### src/rtl/imem_if.sv
// Instruction-memory fetch bus: req/gnt address handshake plus an in-order rvalid response channel.
interface imem_if;
  logic        imem_req;
  logic [31:0] imem_addr;
  logic        imem_gnt;
  logic        imem_rvalid;
  logic [31:0] imem_rdata;

  modport master (output imem_req, imem_addr, input imem_gnt, imem_rvalid, imem_rdata);
  modport slave  (input imem_req, imem_addr, output imem_gnt, imem_rvalid, imem_rdata);
endinterface

### src/rtl/if_fetch_stage.sv
// Instruction-fetch stage: issues bundle fetches, tracks in-flight addresses, buffers
// returned bundles and drives the IF/ID register; redirects squash stale responses.
module if_fetch_stage #(
  parameter logic [31:0] RESET_PC  = 32'h0000_0000,
  parameter int          BUF_DEPTH = 2
) (
  input  logic          clk,
  input  logic          reset,
  input  logic          id_stall,
  input  logic          IF_flush,
  input  logic [1:0]    pcSrc,
  input  logic [31:0]   br_base_pc,
  input  logic [31:0]   br_offset,
  input  logic [31:0]   jmp_base_pc,
  input  logic [31:0]   jmp_offset,
  imem_if.master        imem,
  output logic [15:0]   p1_aluInstr,
  output logic [15:0]   p1_memInstr,
  output logic [31:0]   p1_pc,
  output logic          p1_valid
);
  localparam int PW = (BUF_DEPTH > 1) ? $clog2(BUF_DEPTH) : 1;
  localparam int CW = $clog2(BUF_DEPTH + 1);
  localparam logic [CW:0] CAP = (CW+1)'(BUF_DEPTH);

  function automatic logic [PW-1:0] nxt(input logic [PW-1:0] p);
    return (p == PW'(BUF_DEPTH - 1)) ? '0 : p + PW'(1);
  endfunction

  logic [31:0]   fetch_pc;
  logic [CW-1:0] outstanding, buf_count, drop_cnt;

  // Address queue shadows requests in flight so each response gets its PC.
  logic [31:0]   aq_mem [BUF_DEPTH];
  logic [PW-1:0] aq_wp, aq_rp;
  logic [31:0]   bq_data [BUF_DEPTH];
  logic [31:0]   bq_addr [BUF_DEPTH];
  logic [PW-1:0] bq_wp, bq_rp;

  logic        redirect, flush, advance, grant, rsp, keep, bypass, bq_push, bq_pop, bq_empty;
  logic [31:0] target, aq_head;

  assign redirect = (pcSrc == 2'b01) | (pcSrc == 2'b10);

  always_comb begin
    target      = (pcSrc == 2'b10) ? jmp_base_pc + jmp_offset : br_base_pc + br_offset;
    target[1:0] = 2'b00;
  end

  assign imem.imem_req  = reset & ~redirect & (({1'b0, outstanding} + {1'b0, buf_count}) < CAP);
  assign imem.imem_addr = fetch_pc;

  assign grant    = imem.imem_req & imem.imem_gnt;
  assign rsp      = imem.imem_rvalid & (outstanding != '0);
  assign keep     = rsp & (drop_cnt == '0);
  assign flush    = IF_flush | redirect;
  assign advance  = ~flush & ~id_stall;
  assign bq_empty = (buf_count == '0);
  assign bypass   = advance & bq_empty & keep;
  assign bq_pop   = advance & ~bq_empty;
  assign bq_push  = keep & ~redirect & ~bypass;
  assign aq_head  = aq_mem[aq_rp];

  always_ff @(posedge clk) begin
    if (grant) aq_mem[aq_wp] <= fetch_pc;
    if (bq_push) begin
      bq_data[bq_wp] <= imem.imem_rdata;
      bq_addr[bq_wp] <= aq_head;
    end
  end

  always_ff @(posedge clk) begin
    if (!reset) begin
      fetch_pc    <= RESET_PC;
      aq_wp       <= '0;
      aq_rp       <= '0;
      bq_wp       <= '0;
      bq_rp       <= '0;
      outstanding <= '0;
      buf_count   <= '0;
      drop_cnt    <= '0;
      p1_aluInstr <= 16'h0000;
      p1_memInstr <= 16'h0000;
      p1_pc       <= 32'h0;
      p1_valid    <= 1'b0;
    end else begin
      if (grant) aq_wp <= nxt(aq_wp);
      if (rsp)   aq_rp <= nxt(aq_rp);
      outstanding <= outstanding + CW'(grant) - CW'(rsp);

      // Everything still in flight after this edge belongs to the old path.
      if (redirect) begin
        fetch_pc  <= target;
        drop_cnt  <= outstanding - CW'(rsp);
        bq_wp     <= '0;
        bq_rp     <= '0;
        buf_count <= '0;
      end else begin
        if (grant) fetch_pc <= fetch_pc + 32'd4;
        if (rsp && drop_cnt != '0) drop_cnt <= drop_cnt - CW'(1);
        if (bq_push) bq_wp <= nxt(bq_wp);
        if (bq_pop)  bq_rp <= nxt(bq_rp);
        buf_count <= buf_count + CW'(bq_push) - CW'(bq_pop);
      end

      if (flush) begin
        p1_aluInstr <= 16'h0000;
        p1_memInstr <= 16'h0000;
        p1_valid    <= 1'b0;
      end else if (!id_stall) begin
        if (bq_pop) begin
          p1_aluInstr <= bq_data[bq_rp][15:0];
          p1_memInstr <= bq_data[bq_rp][31:16];
          p1_pc       <= bq_addr[bq_rp];
          p1_valid    <= 1'b1;
        end else if (bypass) begin
          p1_aluInstr <= imem.imem_rdata[15:0];
          p1_memInstr <= imem.imem_rdata[31:16];
          p1_pc       <= aq_head;
          p1_valid    <= 1'b1;
        end else begin
          p1_aluInstr <= 16'h0000;
          p1_memInstr <= 16'h0000;
          p1_valid    <= 1'b0;
        end
      end
    end
  end
endmodule

### src/flat_wrapper.sv
// flat-port wrapper written by rule: the top's interface ports become plain ports
module if_fetch_stage_flat 
#(
  parameter logic [31:0] RESET_PC  = 32'h0000_0000,
  parameter int          BUF_DEPTH = 2
)
  (clk, reset, id_stall, IF_flush, pcSrc, br_base_pc, br_offset, jmp_base_pc, jmp_offset, p1_aluInstr, p1_memInstr, p1_pc, p1_valid, imem_imem_req, imem_imem_addr, imem_imem_gnt, imem_imem_rvalid, imem_imem_rdata);
  imem_if imem_i ();
  input  logic clk;
  input  logic reset;
  input  logic id_stall;
  input  logic IF_flush;
  input  logic [1:0] pcSrc;
  input  logic [31:0] br_base_pc;
  input  logic [31:0] br_offset;
  input  logic [31:0] jmp_base_pc;
  input  logic [31:0] jmp_offset;
  output logic [15:0] p1_aluInstr;
  output logic [15:0] p1_memInstr;
  output logic [31:0] p1_pc;
  output logic p1_valid;
  output wire logic [$bits(imem_i.imem_req)-1:0] imem_imem_req;
  output wire logic [$bits(imem_i.imem_addr)-1:0] imem_imem_addr;
  input wire logic [$bits(imem_i.imem_gnt)-1:0] imem_imem_gnt;
  input wire logic [$bits(imem_i.imem_rvalid)-1:0] imem_imem_rvalid;
  input wire logic [$bits(imem_i.imem_rdata)-1:0] imem_imem_rdata;
  assign imem_imem_req = imem_i.imem_req;
  assign imem_imem_addr = imem_i.imem_addr;
  assign imem_i.imem_gnt = imem_imem_gnt;
  assign imem_i.imem_rvalid = imem_imem_rvalid;
  assign imem_i.imem_rdata = imem_imem_rdata;
  if_fetch_stage #(.RESET_PC(RESET_PC), .BUF_DEPTH(BUF_DEPTH)) u_core (.clk(clk), .reset(reset), .id_stall(id_stall), .IF_flush(IF_flush), .pcSrc(pcSrc), .br_base_pc(br_base_pc), .br_offset(br_offset), .jmp_base_pc(jmp_base_pc), .jmp_offset(jmp_offset), .imem(imem_i), .p1_aluInstr(p1_aluInstr), .p1_memInstr(p1_memInstr), .p1_pc(p1_pc), .p1_valid(p1_valid));
endmodule
### config.mk
export PLATFORM = sky130hd
export DESIGN_NAME = if_fetch_stage_flat
export DESIGN_NICKNAME = d
export VERILOG_FILES = /design/src/rtl/imem_if.sv /design/src/rtl/if_fetch_stage.sv /design/src/flat_wrapper.sv
export SDC_FILE = /design/constraint.sdc
export NUM_CORES = 1
export LEC_CHECK = 0
export BUFFER_PORTS_ARGS = -buffer_cell sky130_fd_sc_hd__buf_4
export CAP_MARGIN = 20
export CORE_MARGIN = 2
export CORE_UTILIZATION = 34
export CTS_BUF_LIST = sky130_fd_sc_hd__clkbuf_8 sky130_fd_sc_hd__clkbuf_16
export DETAILED_ROUTE_END_ITERATION = 6
export GPL_TIMING_DRIVEN = 0
export PLACE_DENSITY = 0.61
export SKIP_LAST_GASP = 1
export SYNTH_ARGS = -nofsm -noshare
export SYNTH_HDL_FRONTEND = slang
export SYNTH_SLANG_ARGS = --single-unit
### constraint.sdc
create_clock -name clk -period 7.88 [get_ports clk]
set_input_delay 0.788 -clock clk [delete_from_list [all_inputs] [get_ports clk]]
set_output_delay 0.788 -clock clk [all_outputs]
set_load 0.02 [all_outputs]
==> key figures <==
Timing
  – Fin crit share: a little under half
  – Min Hold Slack: 421 ps
  – Slew Viols, Final: 0
  – Post-route setup slack: 4220 ps
  – Min Clock Period, post-route: 3660 ps
  – Final hold vios: 0
  – Final setup vio count: 0
  – Fmax: between 200 and 300 MHz
  – Worst slew margin: 36.4%
  – RSZ-0062 raised after global routing: false
  – Clk_skew: 17.5 ps
  – Slew @ Worst Pin: ~950 ps

Worst setup path
  – CP Max Fanout: 10
  – Crit path kind: in2reg
  – CP cell instances: buf_4 -> inv_1 -> ha_1 -> nand3_1 -> nor3_1 -> and2_1 -> clkbuf_1 -> clkbuf_1 -> nor3_2 -> buf_6 -> buf_4
  – FF-to-FF Start: u_core.outstanding[1]$_SDFF_PN0_
  – Startpoint Class: input port
  – Bufs and invs on worst path: 6
  – Crit path DAT: 3970 ps
  – Worst Setup End Kind: register
  – Slowest-stage cell, CP: clkbuf_1
  – CP Data Required Time: approximately 8200 ps
  – Setup crit start: pcSrc[0]
  – Max incr delay on CP: 570 ps
  – CP delay by family, top: buffers and inverters

Synth
  – Post-synthesis xor/xnor area fraction: 4.39%
  – Seq cells post-synth: 289
  – Cell count after synthesis: 1,253
  – Synth top area share: 38.4%
  – Ranking of synthesized cells by area: edfxtp_1 38%, dfxtp_1 15%, mux2_2 7.3%, ha_1 5.8%, nor2_1 4.0%
  – Main synth FF type: edfxtp_1
  – Compound-Gate Fraction of Synth Area: 13.4%
  – Adder-cell share of the synthesized area: 5.97%
  – Mapped Area: roughly 0.014 mm²
  – Fraction of synthesized area in multiplexers: 9.65%
  – Synthesized area per cell: about 11 µm²
  – Sequential-to-total area share from yosys stat: between 50% and 60%
  – Yosys warns: 0
  – Netlist cell types: 71
  – Post-synth EDFFs: 184
  – Cell taking the most area after synthesis: edfxtp_1
  – Asr flop ratio synth: 0%
  – Post-synthesis simple-gate area fraction: 11.3%
  – Combinational family with the most area after synthesis: compound AO/OA/AOI/OAI gates

Routing
  – Wire per inst: 18.8 µm
  – DRC: 1
  – Routed Antenna Nets: 0
  – Router iterations before antenna repair: 7
  – Initial DRC Count: 703
  – Via count: roughly 11,000
  – Final wirelength: 39,800 µm
  – Via density: between 5 and 6

Place
  – Port bufs: 260
  – Post-DP HPWL: 30,200 µm
  – GPL Wtd Cong: 0.874
  – Placed cell area: 0.0171 mm²
  – Pre-CTS setup slack: around 3600 ps

Layout
  – Post-layout instance area: 0.0182 mm²
  – Fill cell count: a little under 4,000
  – Final net count: 1,792
  – Area Growth Syn to Fin: 26.5%
  – Seq. cell area: about 0.0076 mm²
  – Multi-input logic area: 0.00645 mm²
  – Core Util, Final: between 40% and 50%
  – Layout cell share with drive strength beyond 1: 28.1%

Floorplanning
  – Die area: between 0.04 and 0.05 mm²
  – Initial Util: around a third
  – Num ports: 266
  – Die H: 210 µm
  – Core Region: 0.0419 mm²
  – Num rows: 75
  – Die X: 210 µm

Global routing
  – Vias in the first global route: 11,200
  – Initial antenna violation count: 1
  – GRT Total Usage: ~18%
  – First-pass GRT wire length: 61,200 µm
  – Largest net degree at the start of global routing: 36
  – Remaining global-route overflow: 0

Power
  – Power Dens Cells: 227 mW/mm²
  – Maximum vdd drop: 0.149 mV
  – LEAKAGE: approximately 0.007 µW
  – Pwr Total: 4130 µW

Hold path
  – Worst Hold Class: in2reg
  – Critical hold path startpoint: imem_imem_rdata[1]

Run
  – Max Cap Viol: 0

Clock tree
  – Clk slew on worst S/H paths: about 60 ps
  – CTS buffer count: 31
  – Clk_lat worst skew: 560 ps
  – # hold bufs at CTS: 0
  – CTS Root Cell: clkbuf_16
  – Clk buf depth: 3
  – Post-cts resize count: 0
  – Setup Fix Bufs, Post-CTS: 0
  – Clock sink total: 289
  – H-tree levels: 1
  – CTS tree: built

Status
  – Outcome: complete, but fails checks
  – Failing checks: design-rule violations
[metal layers]
| layer | track usage (%) | routed length (µm) | share of wire (%) | up-vias |
|---|---|---|---|---|
| met5 | 0 | 0 | 0 | - |
| met1 | 21.9 | 17000 | 43 | 5235 |
| met4 | 5.18 | 951 | 2.4 | 0 |
| met3 | 3.26 | 2460 | 6.2 | 67 |
| met2 | 31.1 | 19300 | 49 | 331 |
| li1 | - | - | - | 5362 |
[sequential cells by signal, summed over array words and instances (netlist names), named ones only]
name,flops
u_core.bq_rp,1
u_core.buf_count,2
u_core.outstanding,2
u_core.aq_rp,1
u_core.p1_aluInstr,16
u_core.bq_data,64
u_core.aq_mem,60
u_core.p1_valid,1
u_core.p1_pc,30
u_core.bq_addr,60
u_core.drop_cnt,2
u_core.p1_memInstr,16
u_core.aq_wp,1
u_core.bq_wp,1
u_core.imem.imem_addr,30
[synthesized netlist by cell type (all sizes together) (19+ instances only)]
cell / n
ha: 67
nor3: 24
a222oi: 32
nand3: 23
o21ai: 34
nor2: 152
xnor2: 39
mux2i: 34
clkbuf: 45
mux2: 93
xor2: 33
inv: 20
nand4: 20
nand2: 50
a211oi: 19
edfxtp: 184
dfxtp: 105
a21oi: 93
[metrics by stage]
stage                     setup TNS (ps)  cells
after detailed placement               0   2062
after global routing                   0   2119
final                                  0   2120
after floorplan                        0   1256
after global placement           -164410   2055
after CTS                              0   2119
[final timing paths]
check | endpoint | slack (ps) | cells after the start
max | u_core.bq_data[0][10]$_DFFE_PP_ | 4220 | 11
min | u_core.bq_data[1][1]$_DFFE_PP_ | 420 | 1
max reg2reg | u_core.bq_data[0][10]$_DFFE_PP_ | 4380 | 9
min reg2reg | u_core.bq_rp$_SDFFE_PP0P_ | 520 | 2
[cells by family after synthesis]
family	count (synthesis)
flip-flops	289
multiplexers	127
AO/OA/AOI/OAI	279
AND/OR/NAND/NOR	336
other	1
adder cells (fa/ha/maj)	68
buffers and inverters	81
XOR/XNOR	72
[cells in the final DEF, fill, tap and decap left out, types with 23 or more instances in the layout]
master     netlist  routed
a21oi_1         93      93
a222oi_1        32      32
buf_4            5     266
clkbuf_1        45      45
clkbuf_16        0      31
dfxtp_1        105     105
edfxtp_1       184     184
ha_1            67      67
inv_1           20      23
mux2_2          93      93
mux2i_1         34      34
nand2_1         50      50
nand3_1         23      23
nor2_1         152     151
nor3_1          24      23
o21ai_0         31      31
xnor2_1         39      39
xor2_1          33      33
[power by group]
| group | switching (µW) | total (µW) | internal [µW] | leakage (µW) |
|---|---|---|---|---|
| Sequential | 64.3 | 1810 | 1740 | 0.00253 |
| Combinational | 462 | 826 | 365 | 0.00394 |
| Clock | 596 | 1500 | 900 | 0.000534 |
[cell type report]
class	instances	area share [%]
clock buffer	33	4.42
sequential	289	41.9
tap	539	3.71
buffer	59	1.34
timing repair buffer	267	11.2
antenna	1	0.0138
inverter	22	0.454
multi-input combinational	886	35.5
clock inverter	24	1.41
No activity file was read; power rests on OpenSTA's default activity.
